<file path="config.mk">
export PLATFORM = sky130hd
export DESIGN_NAME = calc1_port_responder
export DESIGN_NICKNAME = d
export VERILOG_FILES = /design/src/rtl/calc1_port_responder.sv
export SDC_FILE = /design/constraint.sdc
export NUM_CORES = 1
export LEC_CHECK = 0
export CAP_MARGIN = 20
export CELL_PAD_IN_SITES_DETAIL_PLACEMENT = 0
export CELL_PAD_IN_SITES_GLOBAL_PLACEMENT = 1
export CORE_MARGIN = 10
export CORE_UTILIZATION = 28
export DETAILED_ROUTE_END_ITERATION = 10
export HOLD_SLACK_MARGIN = 0.08
export PLACE_DENSITY_LB_ADDON = 0.1
export SYNTH_ARGS = -nofsm -noshare
export SYNTH_HDL_FRONTEND = slang
export SYNTH_SLANG_ARGS = --single-unit
</file>
<file path="constraint.sdc">
create_clock -name c_clk -period 10.7 [get_ports c_clk]
set_clock_uncertainty 0.1 [all_clocks]
set_input_delay 2.14 -clock c_clk [delete_from_list [all_inputs] [get_ports c_clk]]
set_output_delay 2.14 -clock c_clk [all_outputs]
set_load 0.05 [all_outputs]
</file>
<file path="src/rtl/calc1_port_responder.sv">
// calc1_port_responder
//   DUT side of the calc1 command/operand protocol. A nonzero command is
//   taken together with operand 1. Operand 2 is taken on the next cycle.
//   The add/sub/shl/shr result and a response code are registered LATENCY
//   edges after the operand-2 sampling edge. They are held for one cycle
//   only.
//
// Handshake: there is no valid/ready pair. A command is accepted only on an
//   edge where busy_out is low and cmd_in is nonzero. While busy_out is high,
//   cmd_in is ignored; nothing is queued and no response is produced for it.
//   The response cycle already has busy_out low, so back-to-back commands
//   can be accepted.
//
// Ports:
//   c_clk    : clock, all logic on the rising edge
//   reset    : synchronous, active-high reset (aborts any command in flight)
//   cmd_in   : command (0 = no-op, 1 add, 2 sub, 5 shl, 6 shr, others invalid)
//   data_in  : operand 1 in the command cycle, operand 2 in the next cycle
//   data_out : result, nonzero only while resp_out != 0
//   resp_out : 0 none, 1 success, 2 overflow/underflow, 3 invalid command
//   busy_out : high while a command is in flight
module calc1_port_responder #(
  parameter int DATA_W  = 32,
  parameter int CMD_W   = 4,
  parameter int LATENCY = 3   // 1..15
) (
  input  logic              c_clk,
  input  logic              reset,
  input  logic [0:CMD_W-1]  cmd_in,
  input  logic [0:DATA_W-1] data_in,
  output logic [0:DATA_W-1] data_out,
  output logic [0:1]        resp_out,
  output logic              busy_out
);

  localparam int SH_W = $clog2(DATA_W);
  localparam logic [3:0] LAT_LOAD = 4'(LATENCY - 1);

  localparam logic [CMD_W-1:0] CMD_ADD = CMD_W'(1);
  localparam logic [CMD_W-1:0] CMD_SUB = CMD_W'(2);
  localparam logic [CMD_W-1:0] CMD_SHL = CMD_W'(5);
  localparam logic [CMD_W-1:0] CMD_SHR = CMD_W'(6);

  localparam logic [1:0] RESP_OK  = 2'd1;
  localparam logic [1:0] RESP_OVF = 2'd2;
  localparam logic [1:0] RESP_INV = 2'd3;

  typedef enum logic [1:0] {
    IDLE = 2'd0,
    OP2  = 2'd1,
    EXEC = 2'd2
  } state_t;

  state_t state, state_nx;
  logic [3:0]        cnt, cnt_nx;
  logic [CMD_W-1:0]  cmd_q;
  logic [DATA_W-1:0] op1_q, op2_q;
  logic              take_cmd, take_op2, fire;

  logic [DATA_W:0]   sum;
  logic [DATA_W-1:0] result;
  logic [1:0]        code;

  // FSM next-state and control strobes
  always_comb begin
    state_nx = state;
    cnt_nx   = cnt;
    take_cmd = 1'b0;
    take_op2 = 1'b0;
    fire     = 1'b0;
    case (state)
      IDLE: begin
        if (cmd_in != '0) begin
          take_cmd = 1'b1;
          state_nx = OP2;
        end
      end
      OP2: begin
        // cmd_in is ignored here even if nonzero
        take_op2 = 1'b1;
        cnt_nx   = LAT_LOAD;
        state_nx = EXEC;
      end
      EXEC: begin
        if (cnt == 4'd0) begin
          fire     = 1'b1;
          state_nx = IDLE;
        end else begin
          cnt_nx = cnt - 4'd1;
        end
      end
      default: state_nx = IDLE;
    endcase
  end

  // Arithmetic on the latched operands. The sum is one bit wider so that the
  // carry out can be detected.
  always_comb begin
    sum    = {1'b0, op1_q} + {1'b0, op2_q};
    result = '0;
    code   = RESP_INV;
    case (cmd_q)
      CMD_ADD: begin
        if (sum[DATA_W]) begin
          code = RESP_OVF;
        end else begin
          code   = RESP_OK;
          result = sum[DATA_W-1:0];
        end
      end
      CMD_SUB: begin
        if (op2_q > op1_q) begin
          code = RESP_OVF;
        end else begin
          code   = RESP_OK;
          result = op1_q - op2_q;
        end
      end
      CMD_SHL: begin
        code   = RESP_OK;
        result = op1_q << op2_q[SH_W-1:0];
      end
      CMD_SHR: begin
        code   = RESP_OK;
        result = op1_q >> op2_q[SH_W-1:0];
      end
      default: begin
        code   = RESP_INV;
        result = '0;
      end
    endcase
  end

  always_ff @(posedge c_clk) begin
    if (reset) begin
      state    <= IDLE;
      cnt      <= 4'd0;
      cmd_q    <= '0;
      op1_q    <= '0;
      op2_q    <= '0;
      data_out <= '0;
      resp_out <= '0;
    end else begin
      state <= state_nx;
      cnt   <= cnt_nx;
      if (take_cmd) begin
        cmd_q <= cmd_in;
        op1_q <= data_in;
      end
      if (take_op2) begin
        op2_q <= data_in;
      end
      // Outputs are zero except in the single response cycle.
      data_out <= fire ? result : '0;
      resp_out <= fire ? code   : 2'd0;
    end
  end

  assign busy_out = (state != IDLE);

endmodule

</file>
==> results of run 1 <==
-- cell usage after synthesis, types with 4 or more instances --
master | number | area share, %
nor2b_1 | 12 | 0.72
a211oi_1 | 18 | 1.3
o21bai_1 | 11 | 0.79
mux2i_1 | 54 | 5.2
o221ai_1 | 8 | 0.67
nand3_1 | 7 | 0.34
nand4_1 | 5 | 0.30
o21ai_1 | 15 | 0.72
inv_1 | 66 | 2.4
inv_2 | 5 | 0.18
o21a_1 | 10 | 0.72
or2_2 | 8 | 0.48
nor4_1 | 16 | 0.96
or3_1 | 14 | 0.84
a221o_1 | 15 | 1.4
mux2_2 | 12 | 1.3
a21oi_1 | 195 | 9.3
a211o_1 | 5 | 0.42
a311oi_1 | 4 | 0.34
o22ai_1 | 40 | 2.4
ha_1 | 68 | 8.1
mux4_2 | 11 | 2.4
a22oi_1 | 8 | 0.58
dfxtp_1 | 108 | 21
clkbuf_1 | 62 | 2.2
nor3_1 | 37 | 1.8
o31ai_1 | 11 | 0.79
o21ai_0 | 85 | 4.1
buf_1 | 18 | 0.65
a31oi_1 | 8 | 0.48
a21boi_0 | 4 | 0.29
o211ai_1 | 20 | 1.4
xnor2_1 | 15 | 1.3
nor2_1 | 146 | 5.2
nand2b_1 | 39 | 2.3
nand2_1 | 202 | 7.3
a221oi_1 | 6 | 0.50
a21o_1 | 17 | 1.2
o32ai_1 | 4 | 0.34
buf_2 | 15 | 0.72
buf_4 | 4 | 0.29
-- metrics by stage --
step                      power (W)  std cells  hold slack (ns)  utilization, %
after global placement     0.001168       1931           0.3639           31.28
after global routing       0.001610       1947           0.3959           32.09
after CTS                  0.001521       1947           0.3814           32.09
after floorplan           0.0009520       1474           0.3530               -
final                      0.001520       1947           0.3764           32.09
after detailed placement   0.001162       1931           0.3707           31.28
-- worst paths after layout --
check	cells after the start	start	slack (ns)	end
setup / recovery	13	op2_q[1]	5.74	data_out[6]
hold / removal	2	op2_q[20]	0.38	op2_q[20]
setup reg to reg	13	op2_q[1]	5.74	data_out[6]
hold reg to reg	2	op2_q[20]	0.38	op2_q[20]
-- layout make-up --
type | instances | area (um2) | share of cell area, %
Multi-Input combinational cell | 1192 | 7600 | 64.54
Sequential cell | 108 | 2170 | 18.43
Timing Repair Buffer | 90 | 850.8 | 7.226
Tap cell | 468 | 585.6 | 4.973
Inverter | 73 | 274.0 | 2.327
Clock buffer | 11 | 254.0 | 2.157
Clock inverter | 5 | 41.29 | 0.3507
-- kinds of logic after synthesis --
group | count (synthesis) | synth area share (%)
multiplexers | 78 | 8.948
buffers and inverters | 174 | 6.720
adder cells (fa/ha/maj) | 70 | 8.529
flip-flops | 108 | 20.70
AND/OR/NAND/NOR | 508 | 22.17
XOR/XNOR | 17 | 1.426
AO/OA/AOI/OAI | 519 | 31.50
-- flip-flops by register name, summed over array words and instances, names as in the netlist --
signal and cells:
op1_q 32, resp_out 2, op2_q 32, cnt 4, data_out 32, cmd_q 4, state 2
-- worst min-delay path, stage by stage (launching register included) --
cell	delay [ns]
dfxtp_1	0.33
nand2_1	0.06
a21oi_1	0.05
-- power by group through the flow --
stage	sequential (W)	combinational [W]	clock (W)
finish	0.000476	0.000689	0.000354
global route	0.000480	0.000754	0.000376
CTS	0.000475	0.000680	0.000365
detailed placement	0.000485	0.000677	0
global placement	0.000485	0.000683	0
floorplan	0.000463	0.000489	0
-- routing by layer --
layer / GRT usage, % / vias up / wire length (um)
li1: - / 5319 / -
met3: 2.845 / 24 / 2875
met2: 28.74 / 385 / 19200
met4: 3.789 / 2 / 496
met1: 29.81 / 5320 / 23260
met5: 0 / - / 13
==> flow_summary.yaml, run 1 <==
clocking:
  post-cts-setup-buffers: 0
  cts.sinks: 108
  insertion_delay_ns: 0.37
  ctsResizeCount: 0
  ctsHoldBuffers: 0
  clkSlewWorstSetupHoldPaths_ns: 0.09
  cts_buffers: 9
  cts_tree: "done"
  clk_path_buf_depth: 2
  htreeDepth: 3
  clockRootBuffer: "clkbuf_16"
timing:
  tightest_slew_ns: 1.136
  max_freq_mhz: 201.5
  finalSetupTns_ns: 0
  slew_violations: 0
  finalSetupViolCount: 0
  setup_slack_ns: 5.737
  slew_headroom_pct: 24.25
  period_minus_slack_ns: 4.963
  finalCritPeriodShare_pct: 46.38
  finalHoldViolCount: 0
  rsz0062_at_grt: "false"
flow_run:
  cap_violations: 0
place:
  place_area_um2: 11480
  hpwl_um: 35560
  gp_congestion: 0.8973
  numPortBuffers: 72
  dp_slack_ns: 5.793
floorplanning:
  die_w_um: 213.1
  rows: 70
  coreArea_um2: 36700
  die_area_um2: 45430
  ios: 73
  die_h_um: 213.1
  start_util_pct: 28.46
power_and_ir_drop:
  peakVddDrop_v: 0.00007894
  leakage_nw: 4.408
  switchingPower_w: 0.0006756
  switching_share_pct: 44.46
  seq_power_share_pct: 31.4
  clkPwrFrac_pct: 23.3
  power_frac_comb_pct: 45.3
  p_per_area_nw_per_um2: 129.1
  internal-power_w: 0.0008441
synth:
  syn_area_um2: 10450
  synthDistinctLibCells: 84
  synth_ff_type: "dfxtp_1"
  syn_nets: 1582
  avgSynthCellArea_um2: 7.086
  ys_ff_latch: 108
  ys_warn_count: 0
  synth_edf_count: 0
  synth_cells: 1474
  async_reset_ff_share_pct: 0
  ys_seq_area_share_pct: 20.70
worst_hold_path:
  min_path_type: "reg -> reg"
detailed_routing:
  drt_iter0_markers: 1077
  drc: 0
  via_per_inst: 5.675
  ant_nets: 0
  vias: 11050
  drt_pre_antenna_iters: 5
  wire_per_inst_um: 23.55
  wirelength_um: 45840
layout:
  final_cell_mix: "nand2_1, a21oi_1, nor2_1, dfxtp_1, o21ai_0"
  fillers: 3985
  area_delta_synth_final_pct: 12.73
  layout_commonest_cell: "nand2_1"
  drive_above_1_share_pct: 6.626
  final_cell_area_um2: 11780
  nets: 1582
  antenna_cells: 0
worst_setup_path:
  worstSetupStartpointType: "register"
  path_buf_inv: 2
  slowest_stage: "dfxtp_4"
  slowest_delay_ns: 0.61
  critical_path.most_common_cell: "nor3_1"
  critPathKind: "reg -> reg"
  crit_family: "simple AND/OR/NAND/NOR gates"
  path_max_fanout: 58
  cp_cell_sequence: "buf_4 -> inv_1 -> fa_1 -> nor2_1 -> o211ai_2 -> a2111oi_2 -> nor4_4 -> nor3_2 -> nor3_1 -> nand2_2 -> nor3_1 -> a221o_1 -> o21a_1"
  arrival_ns: 5.13
  endpoint_kind: "register"
  worstPathRequired_ns: 10.87
grt:
  grt_pass1_wl_um: 68350
  antenna_found_initial: 1
  grt_util_all_layers_pct: 19.72
  overflow: 0
  grt_max_degree: 76
  grt_pass1_vias: 10370
status:
  status: "finished clean"
Note: power is estimated with default switching activity, not from simulation.
==> run 2: changes to the inputs <==
- clock period: 10.7 -> 5 ns (I/O delays scaled with it)
==> run 2 against run 1 <==
Core utilization rose by 0.31 points. Register-to-register slack got worse by 5.0 ns. Global-route usage rose by 0.31 points. Final cell count rose by 0.77%. Die area did not move. Hold slack barely moved. Wire length rose by 0.62%. Non-clock buffer count rose by 15. Critical path depth did not move. Clock-buffer cell count rose by 1. Fmax rose by 16%. Worst setup slack got worse by 5.0 ns.
==> flow_summary.yaml, run 2 (synthesis gave the netlist of run 1 again) <==
layout:
  utilization_pct: 32.40
  antenna_cells: 0
  largest_registers: "data_out x32, op1_q x32, op2_q x32"
  layout_commonest_cell: "nand2_1"
  fillers: 4021
  ff_latch_area_um2: 2170
  final_cell_mix: "nand2_1, a21oi_1, nor2_1, dfxtp_1, o21ai_0"
  drive_above_1_share_pct: 7.631
  multi_input_area_um2: 7600
  area_delta_synth_final_pct: 13.82
  nets: 1597
floorplanning:
  die_area_um2: 45430
  rows: 70
  ios: 73
  die_h_um: 213.1
  die_w_um: 213.1
  start_util_pct: 28.46
  coreArea_um2: 36700
power_and_ir_drop:
  leakage_nw: 4.489
  p_per_area_nw_per_um2: 278.7
  peakVddDrop_v: 0.0001854
worst_setup_path:
  worstPathRequired_ns: 5.15
  path_max_fanout: 16
  arrival_ns: 4.43
  regToRegStartpoint: "op1_q[1]"
  r2r_end: "data_out[22]"
  reg2reg_depth: 13
  critPathKind: "reg -> reg"
  worstSetupStartpointType: "register"
  reg2reg_slack_ns: 0.71
  endpoint_kind: "register"
clocking:
  insertion_delay_ns: 0.40
  cts_tree: "done"
  post-cts-setup-buffers: 0
  htreeDepth: 3
  clockRootBuffer: "clkbuf_16"
  ctsHoldBuffers: 0
  ctsResizeCount: 0
  cts.sinks: 108
  clk_path_buf_depth: 2
  cts_buffers: 9
  clkSlewWorstSetupHoldPaths_ns: 0.09
place:
  hpwl_um: 35400
  gp_congestion: 0.9018
  numPortBuffers: 72
worst_hold_path:
  min_from: "op2_q[25]"
  whs_path_depth: 2
  hold_path_end: "op2_q[25]"
  min_path_type: "reg -> reg"
detailed_routing:
  ant_nets: 0
  drt_iter0_markers: 1129
  wirelength_um: 46130
  drc: 0
  vias: 11200
  wire_per_inst_um: 23.51
  via_per_inst: 5.706
  drt_pre_antenna_iters: 6
timing:
  slew_headroom_pct: 28.68
  max_freq_mhz: 233.3
  tightest_slew_ns: 1.062
  rsz0062_at_grt: "false"
  slew_violations: 0
  finalSetupTns_ns: 0
  finalHoldViolCount: 0
  period_minus_slack_ns: 4.287
  finalCritPeriodShare_pct: 85.74
  finalSetupViolCount: 0
grt:
  antenna_found_initial: 1
  overflow: 0
  grt_pass1_wl_um: 68820
  grt_max_degree: 89
  grt_pass1_vias: 10590
  grt_util_all_layers_pct: 20.02
flow_run:
  cap_violations: 0
status:
  status: "finished clean"
## run 2: cell types whose count changed in the layout (fill, tap and decap cells not counted), sizes merged
cell	delta
inv	-1
clkbuf	+1
clkinv	+1
clkinvlp	-1
buf	+15
## run 2: area by class of cell
type	instances	share of cell area [%]
flip-flops and latches	108	18.25
well taps	468	4.925
multi-input cells	1192	63.92
clock buffers	12	2.242
repair buffers	105	8.104
clock inverters	4	0.2526
inverters	73	2.305
## run 2: layer usage
metal	vias to the layer above	wire, um	track usage, %
met5	-	0	0
li1	5344	-	-
met2	364	19810	29.71
met4	0	986	6.527
met1	5442	22530	29.00
met3	46	2802	2.713
## run 2: where the power goes
| group | leakage (nW) | internal [W] | switching [W] |
|---|---|---|---|
| Clock | 0.145 | 0.000382 | 0.000392 |
| Combinational | 3.46 | 0.000535 | 0.00101 |
| Sequential | 0.884 | 0.000913 | 0.0000795 |
## run 2: worst max path at each step
stage               startpoint            to  slack (ns)  depth (start not counted)
floorplan             op2_q[2]   data_out[6]        1.27                         13
global placement      op1_q[1]  data_out[28]        0.85                         13
detailed placement    op1_q[1]  data_out[28]        0.78                         13
CTS                   op1_q[1]  data_out[28]        0.77                         13
global route          op1_q[1]  data_out[28]        0.42                         13
finish                op1_q[1]  data_out[22]        0.71                         13
## run 2: metrics by stage
step | power, W | std cells | setup slack, ns | hold slack, ns | cell area, um2
global placement | 0.002545 | 1946 | 0.8497 | 0.3623 | 11590
detailed placement | 0.002532 | 1946 | 0.7803 | 0.3684 | 11590
global route | 0.003510 | 1962 | 0.4179 | 0.3971 | 11890
floorplan | 0.002037 | 1474 | 1.266 | 0.3530 | 10450
finish | 0.003314 | 1962 | 0.7130 | 0.3761 | 11890
CTS | 0.003319 | 1962 | 0.7654 | 0.3795 | 11890
## run 2: worst max-delay path, stage by stage, from the launching register on
cell,delay (ns)
dfxtp_1,0.49
inv_1,0.16
fa_1,0.49
nor2_1,0.22
o211ai_2,0.18
a2111oi_2,0.55
nor4_4,0.11
nor3_2,0.41
nor3_1,0.15
nand2_2,0.35
buf_4,0.29
o22ai_1,0.09
o21ai_0,0.41
a21oi_1,0.13
